<file path="config.mk">
export PLATFORM = sky130hd
export DESIGN_NAME = vm_input_ctrl
export DESIGN_NICKNAME = d
export VERILOG_FILES = /design/src/rtl/vm_pkg.sv /design/src/rtl/key_debounce.sv /design/src/rtl/vm_input_ctrl.sv
export SDC_FILE = /design/constraint.sdc
export NUM_CORES = 1
export LEC_CHECK = 0
export CORE_ASPECT_RATIO = 1.5
export CORE_MARGIN = 3
export CORE_UTILIZATION = 31
export DETAILED_ROUTE_END_ITERATION = 6
export DONT_BUFFER_PORTS = 1
export HOLD_SLACK_MARGIN = 0.02
export SLEW_MARGIN = 10
export SYNTH_ARGS = -nofsm -noshare
export SYNTH_HDL_FRONTEND = slang
export SYNTH_HIERARCHICAL = 1
export SYNTH_SLANG_ARGS = --single-unit
</file>
<file path="constraint.sdc">
create_clock -name clk -period 2.05 [get_ports clk]
set_clock_uncertainty 0.05 [all_clocks]
set_input_delay 0 -clock clk [delete_from_list [all_inputs] [get_ports clk]]
set_output_delay 0 -clock clk [all_outputs]
set_load 0.01 [all_outputs]
</file>
<file path="src/rtl/vm_pkg.sv">
// Mode codes shared by the vending-machine mode FSM and its input front end,
// plus the predicate that marks the self-terminating display states.
package vm_pkg;

  typedef enum logic [3:0] {
    S_OFF       = 4'b0000,
    S_INQUIRE   = 4'b0001,
    S_SELECT    = 4'b0010,
    S_PAY       = 4'b0011,
    S_ADM_MENU  = 4'b0100,
    S_ADM_EDIT  = 4'b0101,
    S_DISPENSE  = 4'b0110,
    S_CHANGE    = 4'b0111,
    S_REFUND    = 4'b1000,
    S_SOLD_OUT  = 4'b1001,
    S_NO_CHANGE = 4'b1010,
    S_PAY_FAIL  = 4'b1011,
    S_ADM_STOCK = 4'b1100,
    S_ADM_PRICE = 4'b1101,
    S_ADM_SAVED = 4'b1110,
    S_OUT       = 4'b1111
  } vm_state_e;

  function automatic logic is_transient(input logic [3:0] code);
    logic result;
    case (code)
      S_DISPENSE, S_CHANGE, S_ADM_SAVED, S_NO_CHANGE,
      S_PAY_FAIL, S_SOLD_OUT, S_REFUND: result = 1'b1;
      default:                          result = 1'b0;
    endcase
    return result;
  endfunction

endpackage

</file>
<file path="src/rtl/key_debounce.sv">
// One push-button: 2-flop synchroniser, stable-level debounce and a
// single-cycle indication of an accepted 0->1 change.
module key_debounce #(
  parameter int DB_CYCLES = 2_000_000
) (
  input  logic clk,
  input  logic rst_n,
  input  logic raw,
  output logic rise
);

  localparam int CW = (DB_CYCLES > 1) ? $clog2(DB_CYCLES) : 1;
  localparam logic [CW-1:0] CNT_LAST = CW'(DB_CYCLES - 1);

  logic          sync1_r;
  logic          sync2_r;
  logic          acc_r;
  logic          acc_d_r;
  logic [CW-1:0] cnt_r;

  // Synchronise, then accept the new level only after it has differed
  // from the accepted one for DB_CYCLES consecutive clocks.
  always_ff @(posedge clk or negedge rst_n) begin
    if (!rst_n) begin
      sync1_r <= 1'b0;
      sync2_r <= 1'b0;
      acc_r   <= 1'b0;
      acc_d_r <= 1'b0;
      cnt_r   <= '0;
    end else begin
      sync1_r <= raw;
      sync2_r <= sync1_r;
      acc_d_r <= acc_r;
      if (sync2_r == acc_r) begin
        cnt_r <= '0;
      end else if (cnt_r == CNT_LAST) begin
        acc_r <= sync2_r;
        cnt_r <= '0;
      end else begin
        cnt_r <= cnt_r + CW'(1);
      end
    end
  end

  assign rise = acc_r & ~acc_d_r;

endmodule

</file>
<file path="src/rtl/vm_input_ctrl.sv">
// Vending-machine input front end: debounced key pulses with priority,
// synchronised slide switches, transient-state timeout and idle auto-rotate.
module vm_input_ctrl
  import vm_pkg::*;
#(
  parameter int DB_CYCLES     = 2_000_000,
  parameter int FINISH_CYCLES = 300_000_000,
  parameter int ROTATE_CYCLES = 500_000_000
) (
  input  logic       clk,
  input  logic       rst_n,
  input  logic       btn_confirm,
  input  logic       btn_return,
  input  logic       btn_plus,
  input  logic       btn_minus,
  input  logic       sw_main,
  input  logic       sw_adm,
  input  logic [3:0] state,
  output logic       confirm,
  output logic       ret,
  output logic       switch_plus,
  output logic       switch_minus,
  output logic       main_switch,
  output logic       adm_mode,
  output logic       finish
);

  localparam int FW = (FINISH_CYCLES > 1) ? $clog2(FINISH_CYCLES) : 1;
  localparam int RW = (ROTATE_CYCLES > 1) ? $clog2(ROTATE_CYCLES) : 1;
  localparam logic [FW-1:0] FIN_LAST = FW'(FINISH_CYCLES - 1);
  localparam logic [RW-1:0] ROT_LAST = RW'(ROTATE_CYCLES - 1);

  logic          rise_confirm_s, rise_return_s, rise_plus_s, rise_minus_s;
  logic          key_confirm_s, key_return_s, key_plus_s, key_minus_s, key_any_s;
  logic          changed_s, transient_s, inquire_s, fin_fire_s, auto_s;
  logic [1:0]    sw_meta_r;
  logic [3:0]    state_d_r;
  logic [FW-1:0] fin_cnt_r;
  logic          fin_done_r;
  logic [RW-1:0] rot_cnt_r;

  key_debounce #(.DB_CYCLES(DB_CYCLES)) u_db_confirm (
    .clk(clk), .rst_n(rst_n), .raw(btn_confirm), .rise(rise_confirm_s));
  key_debounce #(.DB_CYCLES(DB_CYCLES)) u_db_return (
    .clk(clk), .rst_n(rst_n), .raw(btn_return), .rise(rise_return_s));
  key_debounce #(.DB_CYCLES(DB_CYCLES)) u_db_plus (
    .clk(clk), .rst_n(rst_n), .raw(btn_plus), .rise(rise_plus_s));
  key_debounce #(.DB_CYCLES(DB_CYCLES)) u_db_minus (
    .clk(clk), .rst_n(rst_n), .raw(btn_minus), .rise(rise_minus_s));

  // Key arbitration and timeout/rotate fire conditions; losing keys are dropped.
  always_comb begin
    changed_s     = (state != state_d_r);
    transient_s   = is_transient(state);
    inquire_s     = (state == S_INQUIRE);
    key_confirm_s = 1'b0;
    key_return_s  = 1'b0;
    key_plus_s    = 1'b0;
    key_minus_s   = 1'b0;
    if (state == S_OFF) begin
      key_return_s = 1'b0;
    end else if (rise_return_s) begin
      key_return_s = 1'b1;
    end else if (rise_confirm_s) begin
      key_confirm_s = 1'b1;
    end else if (rise_minus_s) begin
      key_minus_s = 1'b1;
    end else if (rise_plus_s) begin
      key_plus_s = 1'b1;
    end else begin
      key_return_s = 1'b0;
    end
    key_any_s  = key_confirm_s | key_return_s | key_plus_s | key_minus_s;
    fin_fire_s = transient_s & ~changed_s & ~fin_done_r & (fin_cnt_r == FIN_LAST);
    auto_s     = inquire_s & ~changed_s & ~key_any_s & (rot_cnt_r == ROT_LAST);
  end

  // Switch synchroniser, state history and the two dwell counters.
  always_ff @(posedge clk or negedge rst_n) begin
    if (!rst_n) begin
      sw_meta_r   <= 2'b00;
      main_switch <= 1'b0;
      adm_mode    <= 1'b0;
      state_d_r   <= 4'b0000;
      fin_cnt_r   <= '0;
      fin_done_r  <= 1'b0;
      rot_cnt_r   <= '0;
    end else begin
      sw_meta_r   <= {sw_main, sw_adm};
      main_switch <= sw_meta_r[1];
      adm_mode    <= sw_meta_r[0];
      state_d_r   <= state;
      if (!transient_s || changed_s) begin
        fin_cnt_r  <= '0;
        fin_done_r <= 1'b0;
      end else if (fin_cnt_r == FIN_LAST) begin
        fin_done_r <= 1'b1;
      end else begin
        fin_cnt_r <= fin_cnt_r + FW'(1);
      end
      if (!inquire_s || changed_s || key_any_s || (rot_cnt_r == ROT_LAST)) begin
        rot_cnt_r <= '0;
      end else begin
        rot_cnt_r <= rot_cnt_r + RW'(1);
      end
    end
  end

  // Registered pulse outputs; a timeout pulse suppresses any key pulse.
  always_ff @(posedge clk or negedge rst_n) begin
    if (!rst_n) begin
      confirm      <= 1'b0;
      ret          <= 1'b0;
      switch_plus  <= 1'b0;
      switch_minus <= 1'b0;
      finish       <= 1'b0;
    end else if (fin_fire_s) begin
      confirm      <= 1'b0;
      ret          <= 1'b0;
      switch_plus  <= 1'b0;
      switch_minus <= 1'b0;
      finish       <= 1'b1;
    end else begin
      confirm      <= key_confirm_s;
      ret          <= key_return_s;
      switch_plus  <= key_plus_s | auto_s;
      switch_minus <= key_minus_s;
      finish       <= 1'b0;
    end
  end

endmodule

</file>
==> results of run 1 <==
[final timing paths]
path	from	endpoint	slack [ps]	depth (start not counted)
max in group asynchronous	rst_n	u_db_minus/cnt_r[1]	2480	0
worst max register to register	u_db_plus/cnt_r[13]	u_db_plus/acc_r	60	4
worst min-delay path	rst_n	u_db_return/cnt_r[10]	-780	0
worst min register to register	sw_meta_r[1]	main_switch	300	0
min in group clk	state[3]	fin_cnt_r[17]	60	5
worst max-delay path	u_db_plus/cnt_r[13]	u_db_plus/acc_r	60	4
[what timing repair did]
| item | CTS | global route |
|---|---|---|
| gates resized for setup | 2 | 7 |
| endpoints found under the setup margin | 28 | 32 |
| setup buffers | 0 | 1 |
| endpoints found under the hold margin | 191 | 172 |
| pin swaps | 0 | 2 |
[power by group]
group	leakage [uW]	switching, uW	internal (uW)
clock network	0.000274	1410	1740
registers	0.00236	29.2	3430
logic	0.00140	76.7	82.4
[Yosys cell counts (2+ instances only)]
cell type / count / share of area
nor2_1: 135 / 0.061
clkbuf_1: 8 / 0.0036
nand2b_1: 2 / 0.0015
ha_1: 6 / 0.0090
buf_2: 3 / 0.0018
and4_1: 13 / 0.014
nand4_1: 52 / 0.039
dfrtp_1: 172 / 0.51
a21oi_1: 27 / 0.016
or4_1: 17 / 0.015
nor3_1: 14 / 0.0084
or4b_1: 2 / 0.0024
nand2_1: 50 / 0.022
o211ai_1: 3 / 0.0027
nor2b_1: 6 / 0.0045
inv_1: 17 / 0.0076
nor4_1: 23 / 0.017
nor4_4: 2 / 0.0051
nand3_1: 63 / 0.038
and2_1: 5 / 0.0037
o21ai_0: 12 / 0.0072
and3_1: 4 / 0.0030
or3_1: 27 / 0.020
buf_6: 5 / 0.0067
xnor2_1: 59 / 0.062
or4_4: 8 / 0.011
o21bai_4: 4 / 0.0090
o31ai_1: 9 / 0.0081
o21ai_1: 6 / 0.0036
nor4_2: 2 / 0.0030
nor4b_1: 10 / 0.010
xor2_1: 49 / 0.051
mux2_2: 4 / 0.0054
[per-layer routing]
layer,track usage,vias to the layer above,part of all wire
li1,-,3186,-
met1,0.1449,3117,0.44
met2,0.2160,100,0.50
met3,0.02702,47,0.028
met4,0.05416,0,0.030
met5,0,-,0
[final cells by class]
class                      instances  area (um^2)  area share
timing repair buffer             102        857.1     0.08458
sequential                       172         4304      0.4247
clock buffer                      20        446.7     0.04408
inverter                          17        63.81    0.006297
tap                              337        421.7     0.04161
clock inverter                    12        126.4     0.01247
multi-input combinational        624         3914      0.3862
[critical path, delay by kind of cell (launching register included)]
family / cells / cell delay [ps]
flip-flops: 1 / 370
AND/OR/NAND/NOR: 3 / 1130
multiplexers: 1 / 340
[logic make-up after synthesis]
kind of cell               synth area share
DFF                                  0.5145
muxes                              0.006581
xor gates and xnor gates             0.1131
and+or+nand+nor                      0.2870
buffers and inverters               0.02154
AOI/OAI and AO/OA                   0.04831
adders and majority gates          0.008974
[per-stage QoR]
stage	hold slack [ps]	power [uW]
3_5_place_dp	-333.0	3662
5_1_grt	-809.3	7033
6_report	-778.9	6765
4_1_cts	-801.0	6860
3_3_place_gp	-332.7	3659
2_1_floorplan	-345.6	3608
[registers in the layout (all words and copies together) (netlist names), 2 cells and up]
register            cells
u_db_minus/cnt_r       21
fin_cnt_r              29
rot_cnt_r              29
state_d_r               4
u_db_plus/cnt_r        21
sw_meta_r               2
u_db_confirm/cnt_r     21
u_db_return/cnt_r      21
==> flow_metrics.env, run 1 <==
export IMPL_startpoint_type="flop"
export IMPL_area_growth_pct=21.13
export IMPL_ys_seq_area_frac=0.5145
export IMPL_stdcell_area_mm2=0.01013
export IMPL_die_x_um=140.1
export IMPL_grt_pass1_wl_um=30300
export IMPL_antenna_found_initial=0
export IMPL_hold_viol_final=172
export IMPL_dp_cells=1241
export IMPL_synth_main_ff_cell="dfrtp_1"
export IMPL_n_fill_cell=2583
export IMPL_criticalPathCategory="reg2reg"
export IMPL_ir_drop_v=0.0005689
export IMPL_setup_viol=0
export IMPL_path_cells="or4_1, or4_4, nor2_1, mux2_2"
export IMPL_dieArea_mm2=0.02903
export IMPL_worstPathMaxFanout=2
export IMPL_cp_slowest_cell="or4_1"
export IMPL_power_leakage_uw=0.004033
export IMPL_p_per_area_mw_per_mm2=667.6
export IMPL_setup_slack_ps=62.65
export IMPL_ys_seq_elements=172
export IMPL_clock_sinks=172
export IMPL_fin_nets=952
export IMPL_port_buffer_count=0
export IMPL_coreArea_mm2=0.02658
export IMPL_tritoncts="yes"
export IMPL_grt_util_all_layers=0.1237
export IMPL_placed_cell_area_mm2=0.009417
export IMPL_synth_edf_count=0
export IMPL_grt_overflow=0
export IMPL_fin_util=0.3813
export IMPL_fin_cells=1284
export IMPL_wire_per_inst_um=13.54
export IMPL_violations="negative hold slack"
export IMPL_final_cell_mix="172 x dfrtp_1, 131 x nor2_1, 86 x buf_4"
export IMPL_status="finished with violations"
export IMPL_gp_congestion=0.8377
export IMPL_cts_htree_levels=4
export IMPL_routed_wl_um=17380
export IMPL_grt_max_degree=173
export IMPL_hold_class="in2async"
export IMPL_post_route_period_util=0.9694
export IMPL_routed_via_density=5.023
export IMPL_clockRootBuffer="clkbuf_16"
export IMPL_first_pass_iters=4
export IMPL_timing_hold_ws_ps=-778.9
export IMPL_fin_setup_tns_ps=0
export IMPL_dieHeight_um=207.2
export IMPL_ios=19
export IMPL_ys_warnings_count=6
export IMPL_dpl_worst_slack_ps=-51.74
export IMPL_netlist_area_mm2=0.008366
export IMPL_drtAntennaViolNets=0
export IMPL_rows=73
export IMPL_fmax_mhz=503.2
export IMPL_rsz0062_at_grt="yes"
export IMPL_path_clk_slew_ps=70
export IMPL_synthesis_instances=830
export IMPL_grt_pass1_vias=6594
export IMPL_max_cap_violations=0
export IMPL_post_route_drc_count=0
export IMPL_start_util=0.3147
export IMPL_hpwl_um=11780
export IMPL_final_common_cell="dfrtp_1"
export IMPL_crit_required_ps=2320
export IMPL_arrival_ps=2250
export IMPL_cts_buffer_depth=2
export IMPL_antenna_cells=0
export IMPL_worstMarginPinSlew_ps=453.0
export IMPL_critical_path_max_stage_delay_ps=540
export IMPL_fin_crit_ps=1987
export IMPL_critPathCaptureType="flop"
export IMPL_finalMaxSlewViolations=0
export IMPL_synthArstFlopShare=1.000
export IMPL_cts_hold_buf=10
export IMPL_syn_num_nets=848
export IMPL_cts_made_buffers=17
export IMPL_synth_area_per_cell_um2=10.08
export IMPL_clk_latency_ps=430
export IMPL_relSlewSlack=0.6952
export IMPL_ys_types=44
export IMPL_drt_iter0_markers=347
export IMPL_layout_drive_gt1_share=0.1626
export IMPL_vias=6450
Power figures use the tool's default switching activity.
==> inputs of run 2 (changes only) <==
Settings changed: CORE_ASPECT_RATIO 1.5 to 2.
==> run 2 against run 1 <==
Against the previous run: the run still ends with negative hold slack left; via count is 0.28% lower; global-route usage is 1.1 points higher; core utilization hardly changed; setup slack better by 7.9 ps; register-to-register slack hardly changed; flip-flop and latch count stayed put; non-clock buffer count is 6 lower; critical path depth stayed put; first-iteration DRC count is 16% lower; final area is 0.35% lower; maximum frequency is 0.40% higher; total power is 1.4% higher; largest cell class unchanged.
==> flow_metrics.env, run 2 (same netlist as run 1, synthesis figures left out) <==
export IMPL_routed_wl_um=18350
export IMPL_antenna_found_initial=0
export IMPL_cts_htree_levels=4
export IMPL_post_route_period_util=0.9656
export IMPL_dpl_worst_slack_ps=37.88
export IMPL_clockRootBuffer="clkbuf_16"
export IMPL_violations="negative hold slack"
export IMPL_start_util=0.3159
export IMPL_final_common_cell="dfrtp_1"
export IMPL_setup_slack_ps=70.55
export IMPL_hold_viol_final=172
export IMPL_drt_iter0_markers=290
export IMPL_tritoncts="yes"
export IMPL_grt_pass1_vias=6722
export IMPL_worstPathMaxFanout=2
export IMPL_stdcell_area_mm2=0.01010
export IMPL_postCtsSetupBuffers=0
export IMPL_coreArea_mm2=0.02649
export IMPL_ir_drop_v=0.0006082
export IMPL_cts_made_buffers=17
export IMPL_p_per_area_mw_per_mm2=679.2
export IMPL_rows=84
export IMPL_final_cell_mix="172 x dfrtp_1, 134 x nor2_1, 80 x buf_4"
export IMPL_die_x_um=122.2
export IMPL_status="finished with violations"
export IMPL_worstMarginPinSlew_ps=523.4
export IMPL_ios=19
export IMPL_drtAntennaViolNets=0
export IMPL_hpwl_um=13100
export IMPL_dieHeight_um=238.3
export IMPL_timing_hold_ws_ps=-791.3
export IMPL_path_clk_slew_ps=70
export IMPL_area_growth_pct=20.71
export IMPL_cts_hold_buf=10
export IMPL_fmax_mhz=505.2
export IMPL_fin_nets=946
export IMPL_clk_latency_ps=440
export IMPL_grt_max_degree=173
export IMPL_placed_cell_area_mm2=0.009388
export IMPL_arrival_ps=2250
export IMPL_wire_per_inst_um=14.29
export IMPL_vias=6432
export IMPL_clock_sinks=172
export IMPL_startpoint_type="flop"
export IMPL_grt_util_all_layers=0.1347
export IMPL_layout_drive_gt1_share=0.1543
export IMPL_setup_viol=0
export IMPL_finalMaxSlewViolations=0
export IMPL_cts_buffer_depth=2
export IMPL_grt_overflow=0
export IMPL_reg_top3="fin_cnt_r (29), rot_cnt_r (29)"
export IMPL_crit_required_ps=2330
export IMPL_fin_util=0.3813
export IMPL_dieArea_mm2=0.02911
export IMPL_first_pass_iters=4
export IMPL_relSlewSlack=0.6478
export IMPL_port_buffer_count=0
export IMPL_rsz0062_at_grt="no"
export IMPL_max_cap_violations=0
export IMPL_grt_pass1_wl_um=31350
export IMPL_criticalPathCategory="reg2reg"
export IMPL_fin_setup_tns_ps=0
export IMPL_gp_congestion=0.8215
export IMPL_hold_class="in2async"
export IMPL_routed_via_density=5.009
export IMPL_critPathCaptureType="flop"
export IMPL_fin_crit_ps=1979
export IMPL_antenna_cells=0
export IMPL_power_leakage_uw=0.003995
export IMPL_post_route_drc_count=0
==> run 2: final cells by class <==
cell class | count | area [um^2]
Clock inverter | 12 | 136.4
Multi-Input combinational cell | 624 | 3899
Sequential cell | 172 | 4304
Timing Repair Buffer | 96 | 812.0
Tap cell | 344 | 430.4
Clock buffer | 19 | 452.9
Fill cell | 2667 | 16390
Inverter | 17 | 63.81
==> run 2: stage by stage <==
stage,total power (uW),hold WS (ps),cells
after floorplan,3608,-345.6,830
after global placement,3662,-338.2,1243
after detailed placement,3666,-338.9,1243
after CTS,6962,-818.7,1284
after global routing,7120,-828.2,1284
final,6859,-791.3,1284
==> run 2: what timing repair did <==
item	4_1_cts	5_1_grt
endpoints found under the setup margin	0	30
resized for setup	0	5
hold endpoints to repair	191	172
==> run 2: power breakdown <==
group          switching [uW]  leakage, uW  internal (uW)
sequential               29.4      0.00236           3430
clock                    1380     0.000282           1860
combinational            78.7      0.00136           81.2
==> run 2: final timing paths <==
kind                                           start           endpoint  slack (ps)  cells after the start
max in group asynchronous                      rst_n      rot_cnt_r[17]        2510                      0
worst min register to register          sw_meta_r[1]        main_switch         300                      0
min in group clk                            btn_plus  u_db_plus/sync1_r          60                      1
worst max register to register  u_db_minus/cnt_r[13]   u_db_minus/acc_r          70                      4
worst max-delay path            u_db_minus/cnt_r[13]   u_db_minus/acc_r          70                      4
worst min-delay path                           rst_n      rot_cnt_r[23]        -790                      0
==> run 2: critical path, stage by stage (launching register included) <==
cell	delay [ps]
dfrtp_1	380
or4_1	520
or4_4	460
nor2_1	120
mux2_2	340
==> run 2: per-layer routing <==
metal	GRT usage	share of wire	up-vias
li1	-	-	3158
met1	0.1344	0.38	3159
met2	0.2577	0.57	80
met3	0.02585	0.022	35
met4	0.06866	0.031	0
met5	0	0	-
